### config.mk
export PLATFORM = sky130hd
export DESIGN_NAME = reg_write_arbiter
export DESIGN_NICKNAME = d
export VERILOG_FILES = /design/src/rtl/reg_write_arbiter_pkg.sv /design/src/rtl/reg_write_arbiter_rr_pick.sv /design/src/rtl/reg_write_arbiter.sv
export SDC_FILE = /design/constraint.sdc
export NUM_CORES = 1
export LEC_CHECK = 0
export CORE_MARGIN = 2
export CORE_UTILIZATION = 39
export DETAILED_ROUTE_END_ITERATION = 7
export PLACE_DENSITY = 0.82
export REMOVE_ABC_BUFFERS = 1
export SETUP_SLACK_MARGIN = 0.5
export SLEW_MARGIN = 40
export SYNTH_ARGS = -nofsm -noshare
export SYNTH_HDL_FRONTEND = slang
export SYNTH_HIERARCHICAL = 1
export SYNTH_SLANG_ARGS = --single-unit
### constraint.sdc
create_clock -name Clk -period 3.9 [get_ports Clk]
set_input_delay 0.585 -clock Clk [delete_from_list [all_inputs] [get_ports Clk]]
set_output_delay 0.585 -clock Clk [all_outputs]
set_load 0.02 [all_outputs]
### src/rtl/reg_write_arbiter_pkg.sv
`default_nettype none
// ============================================================================
//  Module      : reg_write_arbiter_pkg
//  Description : Shared constants for the register-bank write path: FSM
//                state encodings and default bus/bank widths. The sequencer
//                and bus arbiters reuse the same encodings.
//  Revision    : 1.0 - initial release
// ============================================================================
package reg_write_arbiter_pkg;

    // Default geometry of the A09 register bank and its requesters
    localparam int DEF_DATA_WIDTH = 16;
    localparam int DEF_NUM_REQ    = 4;
    localparam int DEF_NUM_REGS   = 8;
    localparam int DEF_ADDR_WIDTH = 3;

    // Write-arbiter state encoding (fixed values, shared with other blocks)
    typedef enum logic [1:0] {
        ST_IDLE = 2'b00,
        ST_LOAD = 2'b01,
        ST_ACK  = 2'b10
    } arb_state_t;

endpackage
`default_nettype wire

### src/rtl/reg_write_arbiter_rr_pick.sv
`default_nettype none
// ============================================================================
//  Module      : reg_write_arbiter_rr_pick
//  Description : Purely combinational round-robin picker. Scans the request
//                vector starting at Ptr and wrapping modulo NumReq; reports
//                the first requester found and whether any was found.
//  Revision    : 1.0 - initial release
// ============================================================================
module reg_write_arbiter_rr_pick
    import reg_write_arbiter_pkg::*;
#(
    parameter int NumReq = DEF_NUM_REQ
) (
    input  logic [NumReq-1:0]         Req,
    input  logic [$clog2(NumReq)-1:0] Ptr,
    output logic [$clog2(NumReq)-1:0] Winner,
    output logic                      Valid
);

    localparam int                   c_ptr_width = $clog2(NumReq);
    localparam logic [c_ptr_width-1:0] c_last    = c_ptr_width'(NumReq - 1);
    localparam logic [c_ptr_width-1:0] c_one     = c_ptr_width'(1);

    logic [c_ptr_width-1:0] w_cand;

    // Walk the candidates Ptr, Ptr+1, ... (mod NumReq); first hit wins
    always_comb begin
        Winner = '0;
        Valid  = 1'b0;
        w_cand = Ptr;
        for (int i = 0; i < NumReq; i++) begin
            if (!Valid && Req[w_cand]) begin
                Valid  = 1'b1;
                Winner = w_cand;
            end
            w_cand = (w_cand == c_last) ? '0 : w_cand + c_one;
        end
    end

endmodule
`default_nettype wire

### src/rtl/reg_write_arbiter.sv
`default_nettype none
// ============================================================================
//  Module      : reg_write_arbiter
//  Description : Round-robin arbiter for the write side of a Register bank.
//                Grants one requester at a time, drives the shared DIn bus and
//                the active-low one-hot LD strobes for one cycle (LOAD), then
//                pulses Ack to the winner for one cycle (ACK). All outputs are
//                registered.
//  Revision    : 1.0 - initial release
// ============================================================================
module reg_write_arbiter
    import reg_write_arbiter_pkg::*;
#(
    parameter int DataWidth = DEF_DATA_WIDTH,
    parameter int NumReq    = DEF_NUM_REQ,
    parameter int NumRegs   = DEF_NUM_REGS,
    parameter int AddrWidth = DEF_ADDR_WIDTH
) (
    input  logic                          Clk,
    input  logic                          Reset,
    input  logic [NumReq-1:0]             Req,
    input  logic [NumReq*AddrWidth-1:0]   ReqAddr,
    input  logic [NumReq*DataWidth-1:0]   ReqData,
    output logic [NumReq-1:0]             Ack,
    output logic [NumRegs-1:0]            LD,
    output logic [DataWidth-1:0]          DIn,
    output logic                          Busy
);

    localparam int                     c_ptr_width = $clog2(NumReq);
    localparam logic [c_ptr_width-1:0] c_last_req  = c_ptr_width'(NumReq - 1);
    localparam logic [c_ptr_width-1:0] c_ptr_one   = c_ptr_width'(1);
    localparam logic [NumRegs-1:0]     c_one_reg   = {{(NumRegs-1){1'b0}}, 1'b1};
    localparam logic [NumReq-1:0]      c_one_req   = {{(NumReq-1){1'b0}}, 1'b1};

    arb_state_t             r_state;
    logic [c_ptr_width-1:0] r_ptr;
    logic [c_ptr_width-1:0] r_winner;

    logic [c_ptr_width-1:0] w_winner;
    logic                   w_valid;
    logic [c_ptr_width-1:0] w_next_ptr;
    logic [AddrWidth-1:0]   w_addr;
    logic [DataWidth-1:0]   w_data;

    reg_write_arbiter_rr_pick #(
        .NumReq (NumReq)
    ) u_rr_pick (
        .Req    (Req),
        .Ptr    (r_ptr),
        .Winner (w_winner),
        .Valid  (w_valid)
    );

    // Select the candidate winner's address/data slice and the pointer it implies
    always_comb begin
        w_addr     = ReqAddr[w_winner*AddrWidth +: AddrWidth];
        w_data     = ReqData[w_winner*DataWidth +: DataWidth];
        w_next_ptr = (w_winner == c_last_req) ? '0 : w_winner + c_ptr_one;
    end

    // IDLE -> LOAD -> ACK -> IDLE; every output is a register so no Req-to-LD/Ack path exists
    always_ff @(posedge Clk or negedge Reset) begin
        if (!Reset) begin
            r_state  <= ST_IDLE;
            r_ptr    <= '0;
            r_winner <= '0;
            LD       <= '1;
            DIn      <= '0;
            Ack      <= '0;
            Busy     <= 1'b0;
        end else begin
            case (r_state)
                ST_IDLE: begin
                    Ack <= '0;
                    LD  <= '1;
                    if (w_valid) begin
                        // The LD and DIn registers double as the latched address and data
                        r_winner <= w_winner;
                        r_ptr    <= w_next_ptr;
                        LD       <= ~(c_one_reg << w_addr);
                        DIn      <= w_data;
                        Busy     <= 1'b1;
                        r_state  <= ST_LOAD;
                    end
                end
                ST_LOAD: begin
                    // Register captured the data at this edge; release the strobe
                    LD      <= '1;
                    Ack     <= c_one_req << r_winner;
                    r_state <= ST_ACK;
                end
                ST_ACK: begin
                    Ack     <= '0;
                    Busy    <= 1'b0;
                    r_state <= ST_IDLE;
                end
                default: begin
                    LD      <= '1;
                    Ack     <= '0;
                    Busy    <= 1'b0;
                    r_state <= ST_IDLE;
                end
            endcase
        end
    end

endmodule
`default_nettype wire

After elaboration in Yosys (flattened, before gate mapping) --
Index checks and enable logic that the tools add are counted.
Storage, ports and cells: bits in registers 35, output and inout bits 29, word-level logic and storage cells 65
Operators by class: add/sub/neg operators 4, multipliers 1, $lt $le $gt $ge 4, equal/unequal tests 7, shift-type cells 4, multiplexer cells 27, bitwise logic cells 2, reduce and logical (&&, ||, !) cells 9
Operators by type and width (count):
- $shiftx A64 B7 Y16 | 1
- $mux W2 | 9
- $pmux W8 S2 | 1
- $lt A2 B3 Y1 const B | 4
- $shiftx A12 B5 Y3 | 1
- $eq A2 B2 Y1 const B | 5
- $mux W1 | 9
- $add A2 B1 Y2 const B | 4
- $bmux W1 S2 | 4
- $mux W8 | 1
- $not A8 Y8 | 1
- $shl A1 B3 Y8 const A | 1
- $mul A2 B2 Y4 const B | 1
- $mux W4 | 1
- $pmux W2 S2 | 1
- $reduce_and A2 Y1 | 2
- $shl A1 B2 Y4 const A | 1
- $logic_and A1 B1 Y1 | 3
- $logic_not A1 Y1 | 3
- $eq A2 B1 Y1 const B | 1
- $logic_not A2 Y1 | 1
- $ne A2 B1 Y1 const B | 1
- $pmux W1 S2 | 1
- $not A1 Y1 | 1

Depth between registers and ports, before layout --
Gate-level depths: netlist of the first run.
depth in word-level cells 18, mapped depth 12

Hierarchy --
Netlist of the first run, hierarchy kept.
By module, submodules not included:
- reg_write_arbiter | times used 1, cells each 151, area each 1780.5 sq um, seq. area each 885.8 sq um
- reg_write_arbiter_rr_pick | times used 1, cells each 41, area each 285.3 sq um, seq. area each 0.0 sq um

Worst setup path before layout of the first run --
Ideal clock, no wire load.
path type reg-to-reg, start register r_ptr[1], end register DIn[10], library setup time 0.117 ns, arrival 2.731 ns, setup slack 1.053 ns, stages on the path, launching flop included 12, path through dfrtp_1 > ha_1 > buf_4 > mux2i_1 > mux2i_1 > o32ai_1 > a221o_1 > buf_6 > buf_6 > mux4_2 > nand2_1 > nand2_1
Between the ends: cells in the longest elaborated chain, start to end 13
RTL lines:
- start, declared | RTL line reg_write_arbiter.sv:37 | logic [c_ptr_width-1:0] r_ptr;
- start signal, assigned | RTL line reg_write_arbiter.sv:80 | r_ptr <= w_next_ptr;
- branches (longest 11 deep; another with $add A2 B1 Y2)
- $mux W2 (*) | RTL line reg_write_arbiter_rr_pick.sv:32 | if (!Valid && Req[w_cand]) begin
- net w_winner[0] | RTL line reg_write_arbiter.sv:40 | logic [c_ptr_width-1:0] w_winner;
- $shiftx A64 B7 Y16 (*) | RTL line reg_write_arbiter.sv:58 | w_data = ReqData[w_winner*DataWidth +: DataWidth];
- end signal, assigned | RTL line reg_write_arbiter.sv:82 | DIn <= w_data;
- end, declared | RTL line reg_write_arbiter.sv:26 | output logic [DataWidth-1:0] DIn,
Mark *: on every way through the listed nets, which the timed path passes. The select of a mux whose other input is x is not followed. A chain may end at the register's enable or synchronous reset.

Final worst setup path of the first run --
start register r_ptr[1], end register LD[1]
Between the ends: cells in the longest elaborated chain, start to end 18
RTL lines:
- branches (longest 11 deep; another with $add A2 B1 Y2)
- $mux W2 (*) | RTL line reg_write_arbiter_rr_pick.sv:32
- net w_winner[0] | RTL line reg_write_arbiter.sv:40
- $mul A2 B2 Y4 (*) | RTL line reg_write_arbiter.sv:57 | w_addr = ReqAddr[w_winner*AddrWidth +: AddrWidth];
- $shiftx A12 B5 Y3 (*) | RTL line reg_write_arbiter.sv:57
- $shl A1 B3 Y8 (*) | RTL line reg_write_arbiter.sv:81 | LD <= ~(c_one_reg << w_addr);
- $not A8 Y8 (*) | RTL line reg_write_arbiter.sv:81
- $mux W8 (*) | RTL line reg_write_arbiter.sv:77 | if (w_valid) begin
- $pmux W8 S2 (*) | RTL line reg_write_arbiter.sv:73 | case (r_state)
- end signal, assigned | RTL line reg_write_arbiter.sv:81
- end, declared | RTL line reg_write_arbiter.sv:25 | output logic [NumRegs-1:0] LD,
Marks and branches as above.

==> flow_summary_export.csv, run 1 <==
group,metric,value,unit
sta,drv_slew,0,
placed_design,port_buffers,110,
setup_path,critical_path_arrival,3.33,ns
setup_path,cp.depth,7,
grt,grt_max_degree,36,
status,outcome,"finished clean",
logic_synthesis,synth_edf_count,0,
die,die_y,76.8,um
placed_design,placedCellCount,363,
logic_synthesis,yosysTopAreaCell,"dfrtp_1",
clock_network,path_clk_slew,0.07,ns
finish,num_antenna_cells,0,
finish,syn_to_final_growth,60.5,%
logic_synthesis,yosys_warnings,6,
sta,slew_headroom,66.6,%
grt,grt_pass1_wl,8880,um
grt,track_usage,19.3,%
placed_design,gp_congestion,0.797,
setup_path,r2r_cells,7,
setup_path,critPathMaxFanout,13,
setup_path,reg2reg_to,"LD[1]$_DFFE_PN1P_",
logic_synthesis,synth_area,2070,um2
finish,instances_no_fill,371,
clock_network,cts_tree,"yes",
clock_network,cts-hold-fix-buffers,0,
clock_network,cts.sinks,35,
grt,grt-ovfl-total,0,
clock_network,cts_made_buffers,5,
setup_path,regToRegSetupSlack,0.79,ns
sta,hold_viol,0,
logic_synthesis,synth_cell_type_count,44,
finish,fin_nets,384,
detailed_routing,routedWlPerCell,14.6,um
finish,post-route-util,64.9,%
setup_path,path_class,"flop to flop",
die,core-area,5110,um2
setup_path,cp.buffers_inverters,0,
sta,rsz0062_at_grt,"no",
clock_network,root_buffer,"clkbuf_8",
logic_synthesis,yosysSeqAreaShare,42.9,%
sta,setup_viol,0,
power_and_ir_drop,powerDensity,873,nW/um2
sta,max_slew.worst_pin.slew,0.501,ns
setup_path,crit_path_start,"r_ptr[1]$_DFFE_PN0P_",
setup_path,cpPeakStageDelay,0.67,ns
logic_synthesis,synth_async_sr_flop_share,100,%
flow_run,cap_violations,0,
sta,fin_crit,3.11,ns
sta,min_period_over_period,79.8,%
logic_synthesis,ys.flop_type,"dfrtp_1",
setup_path,r2r_start,"r_ptr[1]$_DFFE_PN0P_",
die,io_pins,111,
detailed_routing,route.detailed.drc,0,
grt,grt_pass1_vias,1903,
die,initial_utilization,40.4,%
grt,grt_antenna_before_repair,0,
detailed_routing,vias_per_cell,5.16,
die,rows,26,
setup_path,critical_path.most_common_cell,"mux2i_1",
sta,fin_setup_tns,0,ns
detailed_routing,ant_nets,0,
logic_synthesis,synthTopCellsByArea,"dfrtp_1 33%, mux4_2 19%, nand2_1 12%",
setup_path,critPathTopFamily,"multiplexers",
logic_synthesis,ys_ff_latch,35,
detailed_routing,firstDrtPassIters,4,
finish,drive_gt1_share,15.6,%
logic_synthesis,synth_top_area_share,32.7,%
die,die_area,5900,um2
clock_network,htree_levels,2,
power_and_ir_drop,finalPower,2890,uW
min_path,hold_class,"input port to async pin",
setup_path,worstSetupEndpoint,"LD[1]$_DFFE_PN1P_",
power_and_ir_drop,ir_worst_vdd,0.000388,V
die,dieWidth,76.8,um
sta,finalClockSkew,0.00258,ns
setup_path,endpoint_kind,"flop",
setup_path,worstPathRequired,4.11,ns
sta,whs,0.232,ns
sta,max_freq,0.321,GHz
detailed_routing,via_count,1914,
setup_path,path_cells,"ha_2 -> mux2i_1 -> mux2i_1 -> o32ai_2 -> a221o_2 -> mux4_1 -> o32a_1",
detailed_routing,first_iter_violations,124,
clock_network,insertion_delay,0.28,ns
clock_network,clock_path_buffers,2,
power_and_ir_drop,p_leak,0.00139,uW
setup_path,start_kind,"flop",
detailed_routing,routed_wirelength,5410,um
logic_synthesis,syn_area_per_cell,10.8,um2
setup_path,cp_slowest_cell,"mux4_1",
placed_design,dpl.hpwl,4260,um
clock_network,post_cts_buffers,0,
logic_synthesis,syn_inst,192,
## layer usage
layer  global-route usage (%)  share of wire (%)  wire, um  vias to the layer above
met5                        0                  0         0                        -
met4                     6.18               0.83        45                        0
met3                     6.24                7.7       418                        5
met2                     35.9                 55      2970                       94
met1                     20.4                 37      1980                      907
li1                         -                  -         -                      908
## kinds of logic (layout without fill, tap and decap cells)
group	after synthesis	after routing	synth area share, %
muxes	23	23	23.1
buffers and inverters	21	130	5.39
and+or+nand+nor	81	81	16.8
AOI/OAI and AO/OA	30	30	10.7
adders and majority gates	2	2	1.21
DFF	35	35	42.9
## power breakdown
group	total (uW)	switching [uW]	internal (uW)
clock network	284	123	161
registers	682	108	574
logic	1930	980	947
## cells in the mapped netlist, types with 2 or more instances
cell and number:
buf_2 5, dfrtp_1 27, nor2_1 6, mux2i_1 3, dfstp_2 8, clkbuf_1 4
nand2_1 64, ha_1 2, a31oi_1 5, buf_6 3, mux4_1 2, a221o_1 2
mux4_2 17, inv_1 6, o21ai_0 6, o32a_1 4
## layout by cell type (no fill, tap or decap), types with 2 or more instances in the layout
master / instances
a31oi_1: 5
buf_4: 6
clkbuf_8: 7
clkdlybuf4s50_1: 109
dfrtp_1: 27
dfstp_2: 8
inv_1: 6
mux2i_1: 3
mux4_1: 2
mux4_2: 17
nand2_1: 64
nor2_1: 6
o21ai_0: 6
o32a_1: 4
## state kept, by name (all words and copies together) (netlist names)
register  cells
Ack           4
r_ptr         2
r_winner      2
Busy          1
DIn          16
LD            8
r_state       2
## repair_timing
| item | CTS | global route |
|---|---|---|
| pin swaps | 0 | 0 |
| cloned | 0 | 0 |
| gates resized for setup | 1 | 2 |
| endpoints found under the setup margin | 3 | 18 |
## cell type report
cell class | instances | area (um2)
Inverter | 7 | 26.3
Sequential cell | 35 | 886
Fill cell | 414 | 1790
Multi-Input combinational cell | 136 | 1080
Timing Repair Buffer | 115 | 1140
Tap cell | 70 | 87.6
Clock buffer | 8 | 100
## stage by stage
step,area [um2],setup slack [ns]
6_report,3320,0.787
5_1_grt,3320,0.616
4_1_cts,3300,0.580
3_5_place_dp,3200,0.413
3_3_place_gp,3200,0.489
2_1_floorplan,1980,0.153
## worst min path at each step
stage                                   start                     end  slack [ns]  cells after the start
after floorplan                         Reset        Ack[0]$_DFF_PN0_        0.29                      0
after global placement    DIn[15]$_DFFE_PN0P_     DIn[15]$_DFFE_PN0P_        0.46                      2
after detailed placement   DIn[5]$_DFFE_PN0P_      DIn[5]$_DFFE_PN0P_        0.46                      2
after CTS                               Reset    r_ptr[0]$_DFFE_PN0P_        0.37                      1
after global routing                    Reset  r_state[1]$_DFFE_PN0P_        0.26                      1
final                                   Reset        Ack[2]$_DFF_PN0_        0.23                      1
Note: power is estimated with default switching activity, not from simulation.
==> run 2: changes to the inputs <==
Clock period 3.9 ns to 3.1 ns, I/O delays scaled along.
==> flow_summary_export.csv, run 2 (same netlist as run 1, synthesis figures left out) <==
group,metric,value,unit
status,outcome,"finished clean",
setup_path,critPathTopFamily,"compound AO/OA/AOI/OAI gates",
sta,hold_viol,0,
setup_path,path_cells,"clkdlybuf4s50_1 -> inv_1 -> o21ai_1 -> o32ai_2 -> a221o_2 -> buf_6 -> mux4_2 -> nand2_4 -> o32a_1",
min_path,hold_class,"input port to async pin",
grt,grt_max_degree,36,
finish,num_antenna_cells,0,
grt,track_usage,19.4,%
detailed_routing,vias_per_cell,5.18,
sta,fin_crit,2.70,ns
finish,drive_gt1_share,20.6,%
detailed_routing,firstDrtPassIters,6,
clock_network,cts_tree,"yes",
setup_path,worstPathRequired,3.31,ns
finish,regMostFlops,"DIn",
clock_network,cts_made_buffers,5,
finish,finalInstanceArea,3420,um2
power_and_ir_drop,ir_worst_vdd,0.000508,V
grt,grt_antenna_before_repair,0,
finish,post-route-util,66.9,%
setup_path,cp_slowest_cell,"clkdlybuf4s50_1",
die,initial_utilization,40.4,%
sta,setup_viol,0,
sta,max_freq,0.371,GHz
sta,drv_slew,0,
setup_path,critical_path_arrival,2.90,ns
power_and_ir_drop,finalPower,3840,uW
power_and_ir_drop,pwr-share-seq,22.4,%
finish,layout_common_cells,"109 x clkdlybuf4s50_1, 64 x nand2_1, 27 x dfrtp_1",
detailed_routing,routedWlPerCell,14.4,um
clock_network,clock_path_buffers,2,
finish,syn_to_final_growth,65.5,%
finish,largest_register_ffs,16,
setup_path,endpoint_kind,"flop",
die,rows,26,
clock_network,cts.sinks,35,
power_and_ir_drop,p_leak,0.00144,uW
sta,min_period_over_period,86.9,%
flow_run,cap_violations,0,
clock_network,root_buffer,"clkbuf_8",
sta,max_slew.worst_pin.slew,0.418,ns
clock_network,path_clk_slew,0.06,ns
clock_network,htree_levels,2,
placed_design,placed_area,3260,um2
power_and_ir_drop,p_clk_share,8.5,%
detailed_routing,via_count,1972,
setup_path,critPathMaxFanout,5,
finish,final_common_cell,"clkdlybuf4s50_1",
sta,finalClockSkew,0.00485,ns
setup_path,cp.buffers_inverters,3,
placed_design,gp_congestion,0.832,
finish,multiInputGateArea,1110,um2
finish,reg_top3,"DIn (16), LD (8), Ack (4)",
die,dieWidth,76.8,um
sta,rsz0062_at_grt,"yes",
grt,grt-ovfl-total,0,
grt,grt_pass1_wl,9030,um
power_and_ir_drop,combPwrFrac,69.0,%
power_and_ir_drop,switching_share,41.5,%
die,die_area,5900,um2
detailed_routing,first_iter_violations,94,
power_and_ir_drop,powerDensity,1120,nW/um2
die,core-area,5110,um2
finish,fin_nets,394,
detailed_routing,routed_wirelength,5500,um
sta,slew_headroom,72.1,%
placed_design,dpl.hpwl,4290,um
setup_path,path_class,"input port to flop",
finish,layout.area.seq,886,um2
grt,grt_pass1_vias,1945,
setup_path,cpPeakStageDelay,0.54,ns
detailed_routing,route.detailed.drc,0,
placed_design,port_buffers,110,
power_and_ir_drop,internal-power,2250,uW
die,io_pins,111,
clock_network,insertion_delay,0.28,ns
detailed_routing,ant_nets,0,
setup_path,start_kind,"input port",
power_and_ir_drop,power_switching,1600,uW
die,die_y,76.8,um
finish,fill_cells,400,
run 2: area by class of cell:
| class | count | share of cell area (%) |
|---|---|---|
| repair buffers | 125 | 35.7 |
| clock inverters | 1 | 0.146 |
| clock buffers | 7 | 2.53 |
| well taps | 70 | 2.56 |
| flip-flops and latches | 35 | 25.9 |
| inverters | 7 | 0.769 |
| multi-input cells | 136 | 32.4 |
run 2: path summary, 6_finish.rpt:
kind / startpoint / end / slack (ns) / depth (start not counted)
min in group Clk: DIn[0]$_DFFE_PN0P_ / DIn[0]$_DFFE_PN0P_ / 0.47 / 2
max in group asynchronous: Reset / LD[0]$_DFFE_PN1P_ / 2.65 / 1
worst min-delay path: Reset / Ack[3]$_DFF_PN0_ / 0.12 / 1
worst min register to register: DIn[0]$_DFFE_PN0P_ / DIn[0]$_DFFE_PN0P_ / 0.47 / 2
worst max-delay path: Req[0] / LD[3]$_DFFE_PN1P_ / 0.40 / 9
worst max register to register: r_ptr[1]$_DFFE_PN0P_ / LD[3]$_DFFE_PN1P_ / 0.41 / 10
run 2: routing by layer:
metal  vias up  GRT usage (%)  wire, um  share of wire [%]
met2       114           34.0      2890                 53
met4         0           7.27       165                3.0
li1        929              -         -                  -
met1       910           21.9      1930                 35
met5         -              0         0                  0
met3        19           6.12       515                9.4
run 2: power by group through the flow:
stage | Sequential [uW] | Combinational, uW | Clock, uW
final | 863 | 2650 | 328
after global routing | 894 | 2870 | 350
after CTS | 862 | 2620 | 334
after detailed placement | 858 | 2490 | 0
after global placement | 847 | 2450 | 0
after floorplan | 1080 | 1360 | 0
run 2: repair_timing:
item	CTS	global route
endpoints found under the setup margin	28	28
hold buffers	0	0
buffers inserted	1	1
pin swaps	12	1
gates resized for setup	16	3
run 2: through the flow:
stage	worst slack, ns	TNS [ns]	hold slack (ns)	std cells
after detailed placement	0.0267	0	0.463	371
final	0.405	0	0.119	381
after global routing	0.296	0	0.149	381
after global placement	0.0748	0	0.458	371
after floorplan	-0.647	-9.44	0.169	178
after CTS	0.416	0	0.257	380
